**src/rtl/jellyvl_etherneco_packet_scheduler.sv**
```systemverilog
// Packet scheduler for the etherneco ring: grants one requester at a time and
// tracks the packet until it returns, times out, and then enforces an idle gap.
module jellyvl_etherneco_packet_scheduler #(
    parameter int unsigned NUM_REQ       = 4,
    parameter int unsigned GAP_CYCLES    = 12,
    parameter int unsigned TIMEOUT_WIDTH = 16,
    parameter int unsigned TIMEOUT       = 20000
) (
    input  logic                    reset,
    input  logic                    clk,
    input  logic                    enable,

    input  logic [NUM_REQ-1:0]      s_req_valid,
    input  logic [NUM_REQ*8-1:0]    s_req_type,
    input  logic [NUM_REQ*8-1:0]    s_req_node,
    input  logic [NUM_REQ*16-1:0]   s_req_length,
    output logic [NUM_REQ-1:0]      s_req_ready,

    output logic                    tx_start,
    output logic [7:0]              tx_type,
    output logic [7:0]              tx_node,
    output logic [15:0]             tx_length,
    output logic                    tx_cancel,
    input  logic                    tx_done,
    input  logic                    rx_done,

    output logic                    done_valid,
    output logic [2:0]              done_index,
    output logic                    done_timeout,
    output logic                    busy
);

    localparam int unsigned IDX_W = 3;
    localparam int unsigned GAP_W = (GAP_CYCLES > 1) ? $clog2(GAP_CYCLES) : 1;

    localparam logic [1:0] ST_IDLE     = 2'd0;
    localparam logic [1:0] ST_TX       = 2'd1;
    localparam logic [1:0] ST_WAIT_RET = 2'd2;
    localparam logic [1:0] ST_GAP      = 2'd3;

    logic [1:0]               state,        state_next;
    logic [TIMEOUT_WIDTH-1:0] tmo_cnt,      tmo_cnt_next;
    logic [GAP_W-1:0]         gap_cnt,      gap_cnt_next;
    logic [IDX_W-1:0]         rr_ptr,       rr_ptr_next;
    logic [IDX_W-1:0]         cur_idx,      cur_idx_next;
    logic [NUM_REQ-1:0]       ready_next;
    logic                     tx_start_next, tx_cancel_next;
    logic [7:0]               tx_type_next, tx_node_next;
    logic [15:0]              tx_length_next;
    logic                     done_valid_next, done_timeout_next;
    logic [2:0]               done_index_next;
    logic                     busy_next;

    // Headers widened to the 8-requester maximum so index widths stay fixed
    logic [7:0]               valid_ext;
    logic [63:0]              type_ext;
    logic [63:0]              node_ext;
    logic [127:0]             length_ext;

    assign valid_ext  = 8'(s_req_valid);
    assign type_ext   = 64'(s_req_type);
    assign node_ext   = 64'(s_req_node);
    assign length_ext = 128'(s_req_length);

    logic                     grant_found;
    logic [IDX_W-1:0]         grant_idx;
    logic [IDX_W-1:0]         cand;
    logic [7:0]               grant_onehot;
    logic                     timeout_hit;
    logic [TIMEOUT_WIDTH-1:0] tmo_inc;

    // Requester 0 strict priority; 1..NUM_REQ-1 round-robin after rr_ptr
    always_comb begin
        grant_found = 1'b0;
        grant_idx   = '0;
        cand        = '0;
        if (valid_ext[0]) begin
            grant_found = 1'b1;
        end else begin
            for (int unsigned k = 0; k < NUM_REQ - 1; k++) begin
                cand = IDX_W'((32'(rr_ptr) + k) % (NUM_REQ - 1) + 32'd1);
                if (!grant_found && valid_ext[cand]) begin
                    grant_found = 1'b1;
                    grant_idx   = cand;
                end
            end
        end
    end

    assign grant_onehot = 8'd1 << grant_idx;
    assign timeout_hit  = (tmo_cnt >= TIMEOUT_WIDTH'(TIMEOUT - 1));
    assign tmo_inc      = (tmo_cnt == '1) ? tmo_cnt : tmo_cnt + TIMEOUT_WIDTH'(1);

    always_comb begin
        state_next        = state;
        tmo_cnt_next      = tmo_cnt;
        gap_cnt_next      = gap_cnt;
        rr_ptr_next       = rr_ptr;
        cur_idx_next      = cur_idx;
        ready_next        = '0;
        tx_start_next     = 1'b0;
        tx_cancel_next    = 1'b0;
        tx_type_next      = tx_type;
        tx_node_next      = tx_node;
        tx_length_next    = tx_length;
        done_valid_next   = 1'b0;
        done_timeout_next = 1'b0;
        done_index_next   = done_index;

        case (state)
            ST_IDLE: begin
                if (enable && grant_found) begin
                    ready_next     = grant_onehot[NUM_REQ-1:0];
                    tx_start_next  = 1'b1;
                    tx_type_next   = type_ext[{grant_idx, 3'b000} +: 8];
                    tx_node_next   = node_ext[{grant_idx, 3'b000} +: 8];
                    tx_length_next = length_ext[{grant_idx, 4'b0000} +: 16];
                    cur_idx_next   = grant_idx;
                    tmo_cnt_next   = '0;
                    state_next     = ST_TX;
                    if (grant_idx != '0) begin
                        rr_ptr_next = grant_idx;
                    end
                end
            end
            ST_TX, ST_WAIT_RET: begin
                tmo_cnt_next = tmo_inc;
                // Returning packet beats a simultaneous timeout
                if (rx_done && (state == ST_WAIT_RET || tx_done)) begin
                    done_valid_next = 1'b1;
                    done_index_next = cur_idx;
                    gap_cnt_next    = '0;
                    state_next      = ST_GAP;
                end else if (timeout_hit) begin
                    tx_cancel_next    = 1'b1;
                    done_valid_next   = 1'b1;
                    done_timeout_next = 1'b1;
                    done_index_next   = cur_idx;
                    gap_cnt_next      = '0;
                    state_next        = ST_GAP;
                end else if (state == ST_TX && tx_done) begin
                    state_next = ST_WAIT_RET;
                end
            end
            default: begin
                if (gap_cnt == GAP_W'(GAP_CYCLES - 1)) begin
                    state_next = ST_IDLE;
                end else begin
                    gap_cnt_next = gap_cnt + GAP_W'(1);
                end
            end
        endcase

        busy_next = (state_next != ST_IDLE);
    end

    always_ff @(posedge clk or posedge reset) begin
        if (reset) begin
            state        <= ST_IDLE;
            tmo_cnt      <= '0;
            gap_cnt      <= '0;
            rr_ptr       <= IDX_W'(NUM_REQ - 1);
            cur_idx      <= '0;
            s_req_ready  <= '0;
            tx_start     <= 1'b0;
            tx_cancel    <= 1'b0;
            tx_type      <= '0;
            tx_node      <= '0;
            tx_length    <= '0;
            done_valid   <= 1'b0;
            done_timeout <= 1'b0;
            done_index   <= '0;
            busy         <= 1'b0;
        end else begin
            state        <= state_next;
            tmo_cnt      <= tmo_cnt_next;
            gap_cnt      <= gap_cnt_next;
            rr_ptr       <= rr_ptr_next;
            cur_idx      <= cur_idx_next;
            s_req_ready  <= ready_next;
            tx_start     <= tx_start_next;
            tx_cancel    <= tx_cancel_next;
            tx_type      <= tx_type_next;
            tx_node      <= tx_node_next;
            tx_length    <= tx_length_next;
            done_valid   <= done_valid_next;
            done_timeout <= done_timeout_next;
            done_index   <= done_index_next;
            busy         <= busy_next;
        end
    end

endmodule

```
**config.mk**
```make
export PLATFORM = sky130hd
export DESIGN_NAME = jellyvl_etherneco_packet_scheduler
export DESIGN_NICKNAME = d
export VERILOG_FILES = /design/src/rtl/jellyvl_etherneco_packet_scheduler.sv
export SDC_FILE = /design/constraint.sdc
export NUM_CORES = 1
export LEC_CHECK = 0
export BUFFER_PORTS_ARGS = -buffer_cell sky130_fd_sc_hd__buf_2
export CORE_ASPECT_RATIO = 1.1
export CORE_MARGIN = 3
export CORE_UTILIZATION = 35
export CTS_CLUSTER_SIZE = 12
export DETAILED_ROUTE_END_ITERATION = 10
export MAX_ROUTING_LAYER = met4
export PLACE_DENSITY = 0.63
export SYNTH_ARGS = -nofsm -noshare
export SYNTH_HDL_FRONTEND = slang
export SYNTH_SLANG_ARGS = --single-unit
export TNS_END_PERCENT = 1
```
**constraint.sdc**
```tcl
create_clock -name clk -period 5.3 [get_ports clk]
set_input_delay 0.53 -clock clk [delete_from_list [all_inputs] [get_ports clk]]
set_output_delay 0.53 -clock clk [all_outputs]
set_load 0.005 [all_outputs]
```
==> results of run 1 <==
## cell usage after synthesis (all sizes together) (3+ instances only)
cell     number  area share [%]
inv          93             5.8
dfrtp        69              29
a211oi       67             9.7
nand2        62             3.9
a221oi       37             5.5
buf          37             3.7
o31ai        34             4.5
a2111oi      33             7.5
ha           26             5.4
clkbuf       21             1.3
nor2         20             1.2
a21oi        18             1.6
o21ai        12             1.0
o22ai        11             1.1
nor3         10            0.83
nand3         9            0.75
a21o          7            0.89
xnor2         7             1.1
mux2i         6             1.0
o221a         6             1.1
and2          5            0.52
and3          5            0.52
o211ai        5            0.62
a22o          4            0.58
a31oi         4            0.42
mux2          4            0.75
nand2b        4            0.42
nand3b        4            0.50
and4          3            0.48
nand4b        3            0.44
nor2b         3            0.31
o2bb2ai       3            0.44
o311ai        3            0.85
## repair_timing
item,4_1_cts,5_1_grt
hold endpoints to repair,0,0
cloned,0,4
gates resized for setup,3,19
pin swaps,1,8
setup endpoints to repair,15,59
setup buffers,2,12
## metal layers
layer  GRT usage (%)  vias to the layer above  part of all wire, %
li1                -                     2962                    -
met1           24.90                     2906                   43
met2           31.47                      256                   49
met3           3.221                       33                  5.7
met4           6.578                        0                  2.3
met5               -                        -                    0
## layout make-up
type                       count  share of cell area (%)
clock buffer                  11                   3.202
clock inverter                 5                   1.316
inverter                      93                   4.422
multi-input combinational    454                   47.01
sequential                    71                   22.54
tap                          229                   3.630
timing repair buffer         232                   17.88
## final timing paths
kind | from | endpoint | slack, ns | depth (start not counted)
min in group clk | tx_length[3]$_DFFE_PP0P_ | tx_length[3]$_DFFE_PP0P_ | 0.47 | 2
max in group asynchronous | reset | tx_node[6]$_DFFE_PP0P_ | 4.20 | 3
hold / removal | reset | done_valid$_DFF_PP0_ | 0.45 | 3
setup reg to reg | rr_ptr[0]$_DFFE_PP1P_ | tx_length[7]$_DFFE_PP0P_ | 0.25 | 22
hold reg to reg | tx_length[3]$_DFFE_PP0P_ | tx_length[3]$_DFFE_PP0P_ | 0.47 | 2
setup / recovery | rr_ptr[0]$_DFFE_PP1P_ | tx_length[7]$_DFFE_PP0P_ | 0.25 | 22
## kinds of logic after synthesis
family | count (synthesis) | synth area share [%]
xor+xnor | 9 | 1.433
simple gates | 137 | 10.94
buf+inv | 151 | 10.78
flops | 71 | 29.53
mux | 11 | 2.118
fa+ha+maj | 26 | 5.399
compound gates | 269 | 39.81
## metrics by stage
stage	TNS, ns	util [%]	cells	setup slack [ns]	hold slack, ns
floorplan	0	-	674	0.1841	0.4441
global placement	0	43.93	1061	0.01745	0.4565
detailed placement	-0.4027	43.93	1061	-0.04771	0.4606
CTS	0	46.31	1079	0.01059	0.4738
global route	-0.2215	47.51	1095	-0.04943	0.5064
finish	0	47.51	1095	0.2544	0.4501
## critical path, cell delays in order, from the launching register on
cell	delay, ns
dfstp_2	0.55
inv_1	0.06
ha_1	0.33
ha_1	0.24
ha_1	0.20
a21o_1	0.22
a21oi_2	0.13
xnor2_1	0.10
ha_2	0.21
a221o_1	0.32
nor2_4	0.13
xnor2_2	0.13
ha_1	0.33
nor2_2	0.13
nand2_1	0.07
a211oi_2	0.25
a311oi_2	0.09
a2111o_1	0.45
o211ai_1	0.25
buf_4	0.21
buf_6	0.18
a221oi_1	0.11
o31ai_1	0.24
## registers in the layout (all words and copies together), names as in the netlist
name and flops:
done_timeout 1, done_valid 1, tmo_cnt 16, cur_idx 3, rr_ptr 3, tx_start 1, state 2, s_req_ready 4
tx_type 8, tx_node 8, done_index 3, tx_length 16, gap_cnt 4, busy 1
==> results_dict.tcl, run 1 <==
set metrics [dict create \
    hold_path.class "input pin to async pin" \
    period_needed_ns 5.046 \
    hold_viol 0 \
    cts-htree-levels 3 \
    crit_path_start_kind "flip-flop" \
    cts_root_buffer "clkbuf_16" \
    path_clk_slew_ns 0.06 \
    ctsHoldBuffers 0 \
    yosys.cell_types.count 80 \
    slew_violations 0 \
    seq_area_mm2 0.001779 \
    outcome "finished clean" \
    synthCells 674 \
    globalRouteOverflowTotal 0 \
    dpl_cell_area_mm2 0.007300 \
    rows 49 \
    cts_buffers 9 \
    synth_area_mm2 0.006026 \
    fin_skew_ns 0.005609 \
    layout_commonest_cell "buf_2" \
    cp.required_ns 5.54 \
    die_w_um 131.1 \
    io_pins 181 \
    routed_wl_um 19370 \
    fin_area_mm2 0.007894 \
    clock_path_buffers 2 \
    async_flop_share_pct 100.0 \
    worstMarginPinSlew_ns 0.9532 \
    drv_cap 0 \
    grt_pass1_vias 5708 \
    max_freq_mhz 198.2 \
    die_y_um 143.6 \
    ys_ff_latch 71 \
    cp_max_fo 14 \
    track_usage_pct 19.41 \
    synth-warning-count 0 \
    worstPathArrival_ns 5.28 \
    first_pass_iters 5 \
    drtAntennaViolNets 0 \
    clk-insertion-delay-late_ns 0.34 \
    multi_input_area_mm2 0.003711 \
    num_antenna_cells 0 \
    cts_tree "built" \
    end_kind "flip-flop" \
    syn_area_per_cell_um2 8.940 \
    start_util_pct 36.27 \
    die-area_mm2 0.01883 \
    syn_nets 837 \
    synth.yosys.seq_area_share_pct 29.53 \
    synth_edf_count 0 \
    core_mm2 0.01661 \
    relSlewSlack_pct 36.45 \
    final_cell_mix "180 x buf_2, 90 x inv_1, 69 x dfrtp_1" \
    grt_antenna_before_repair 0 \
    gp_congestion 0.8495 \
    syn_to_final_growth_pct 31.00 \
    vias 6157 \
    routed_via_density 5.623 \
    fillers 1624 \
    nNetsFinal 1024 \
    ys_dominant_reg_cell "dfrtp_1" \
    drt_iter0_markers 514 \
    clkSinkCount 71 \
    grt_pass1_wl_um 29000 \
    port_buffers 180 \
    critPathKind "flip-flop to flip-flop" \
    setup_viol_count_final 0 \
    drive_gt1_share_pct 39.03 \
    grt_max_degree 72 \
    dp_hpwl_um 13480 \
    fin_crit_sh_pct 95.20 \
    drc 0 \
    wl_per_cell_um 17.69 \
]
Power of run 1 is left out: the tool's default activity adds up to more than one toggle a clock period on the data nets, which glitch-free logic cannot reach.
==> inputs of run 2 (changes only) <==
--- a/config.mk
+++ b/config.mk
@@ -13,6 +13,7 @@
 export DETAILED_ROUTE_END_ITERATION = 10
 export MAX_ROUTING_LAYER = met4
 export PLACE_DENSITY = 0.63
+export RECOVER_POWER = 50
 export SYNTH_ARGS = -nofsm -noshare
 export SYNTH_HDL_FRONTEND = slang
 export SYNTH_SLANG_ARGS = --single-unit
==> run 2 against run 1 <==
Effect of this change: the flow now finishes with violations (capacitance limit, slew limit); critical path type unchanged; first-iteration DRC count up 2.9%; non-clock buffer count unchanged; critical endpoint unchanged; die area unchanged; highest routed layer unchanged; global-route usage unchanged.
==> results_dict.tcl, run 2 (same netlist as run 1, synthesis figures left out) <==
set metrics [dict create \
    dpl_cell_area_mm2 0.007300 \
    clock_path_buffers 2 \
    fin_skew_ns 0.006390 \
    reg_top3 "tmo_cnt (16), tx_length (16)" \
    crit_path_frequent_cell "ha_1" \
    track_usage_pct 19.41 \
    hold_start "tx_length[3]$_DFFE_PP0P_" \
    critPathBufInv 3 \
    rr_worst_depth 22 \
    max_freq_mhz 198.4 \
    first_pass_iters 5 \
    routed_wl_um 19440 \
    io_pins 181 \
    cts_root_buffer "clkbuf_16" \
    cp.required_ns 5.54 \
    end_kind "flip-flop" \
    r2r-start "rr_ptr[0]$_DFFE_PP1P_" \
    layout_commonest_cell "buf_2" \
    hold_path.class "flip-flop to flip-flop" \
    drtAntennaViolNets 0 \
    grt_antenna_before_repair 0 \
    fillers 1629 \
    core_mm2 0.01661 \
    clk-insertion-delay-late_ns 0.34 \
    cp_max_fo 14 \
    routed_via_density 5.651 \
    fin_crit_sh_pct 95.09 \
    drv_cap 1 \
    cts_buffers 9 \
    grt_pass1_wl_um 29000 \
    globalRouteOverflowTotal 0 \
    r2r_end "tx_length[7]$_DFFE_PP0P_" \
    crit_family "compound AO/OA/AOI/OAI gates" \
    final_cell_mix "163 x buf_2, 91 x inv_1, 69 x dfrtp_1" \
    grt_max_degree 72 \
    die_y_um 143.6 \
    worstPathArrival_ns 5.28 \
    port_buffers 180 \
    dp_hpwl_um 13480 \
    drc 0 \
    setup_viol_count_final 0 \
    hold_depth 2 \
    crit_path_top_delay_cell "dfstp_2" \
    num_antenna_cells 0 \
    period_needed_ns 5.040 \
    die-area_mm2 0.01883 \
    gp_congestion 0.8495 \
    critPathKind "flip-flop to flip-flop" \
    path_cells "inv_1, ha_1, ha_1, ha_1, a21o_1, a21oi_2, xnor2_1, ha_2, a221o_1, nor2_4, xnor2_2, ha_1, nor2_2, nand2_1, a211oi_2, a311oi_2, a2111o_1, o211ai_1, buf_4, buf_6, a221oi_1, o31ai_1" \
    rows 49 \
    setup_slack_ns 0.2602 \
    pre_cts_slack_ns -0.04771 \
    drt_iter0_markers 529 \
    vias 6188 \
    start_util_pct 36.27 \
    cts-htree-levels 3 \
    slew_violations 72 \
    worstMarginPinSlew_ns 3.959 \
    hold_viol 0 \
    violations "capacitance limit, slew limit" \
    slowest_delay_ns 0.56 \
    hold_path_end "tx_length[3]$_DFFE_PP0P_" \
    wl_per_cell_um 17.75 \
    fin_area_mm2 0.007869 \
    ctsHoldBuffers 0 \
    rrSetupSlack_ns 0.26 \
    tns_ns 0 \
    grt_pass1_vias 5708 \
    clkSinkCount 71 \
    nNetsFinal 1024 \
    outcome "complete, but fails checks" \
    drive_gt1_share_pct 36.84 \
    syn_to_final_growth_pct 30.59 \
    crit_path_start_kind "flip-flop" \
    cts_tree "built" \
    path_clk_slew_ns 0.06 \
    die_w_um 131.1 \
    relSlewSlack_pct -163.9 \
]
-- run 2: changes by cell type in the layout (fill, tap and decap cells not counted) --
cell | before | now
inv_2 | 3 | 2
buf_2 | 180 | 163
buf_4 | 40 | 39
inv_1 | 90 | 91
clkbuf_1 | 0 | 18
-- run 2: worst register-to-register path, delay by kind of cell (launching register included) --
| kind | cells | cell delay [ns] |
|---|---|---|
| fa+ha+maj | 5 | 1.31 |
| xor+xnor | 2 | 0.23 |
| buf+inv | 3 | 0.45 |
| compound gates | 9 | 2.07 |
| flops | 1 | 0.56 |
| simple gates | 3 | 0.33 |
-- run 2: layout make-up --
class	count	area [um2]	area share [%]
Clock buffer	11	252.7	3.212
Clock inverter	5	103.9	1.320
Inverter	93	349.1	4.436
Multi-Input combinational cell	454	3711	47.16
Sequential cell	71	1779	22.61
Tap cell	229	286.5	3.641
Timing Repair Buffer	232	1386	17.62
-- run 2: metrics by stage --
step	utilization [%]	hold slack, ns	cells
after floorplan	-	0.4441	674
after global placement	43.93	0.4565	1061
after detailed placement	43.93	0.4606	1061
after CTS	46.31	0.4738	1079
after global routing	47.36	0.5077	1095
final	47.36	0.4718	1095
-- run 2: worst max-delay path by stage --
stage	start	to	depth (start not counted)
after detailed placement	rr_ptr[0]$_DFFE_PP1P_	tmo_cnt[0]$_DFFE_PP0P_	22
after global routing	rr_ptr[1]$_DFFE_PP1P_	tx_length[14]$_DFFE_PP0P_	22
after floorplan	rr_ptr[1]$_DFFE_PP1P_	tx_length[9]$_DFFE_PP0P_	23
after global placement	rr_ptr[0]$_DFFE_PP1P_	tmo_cnt[0]$_DFFE_PP0P_	22
after CTS	rr_ptr[0]$_DFFE_PP1P_	tx_type[4]$_DFFE_PP0P_	22
final	rr_ptr[0]$_DFFE_PP1P_	tx_length[7]$_DFFE_PP0P_	22
-- run 2: metal layers --
layer	GRT usage, %	vias up	wire length [um]
li1	-	2961	-
met1	24.90	2933	8241
met2	31.47	258	9515
met3	3.221	36	1175
met4	6.578	0	506
met5	-	-	0
-- run 2: timing repair --
action,in CTS,in global routing
resized for setup,3,19
cloned,0,4
buffers inserted,2,12
pin swaps,1,8
endpoints found under the setup margin,15,59
Power of run 2 is left out for the same reason.
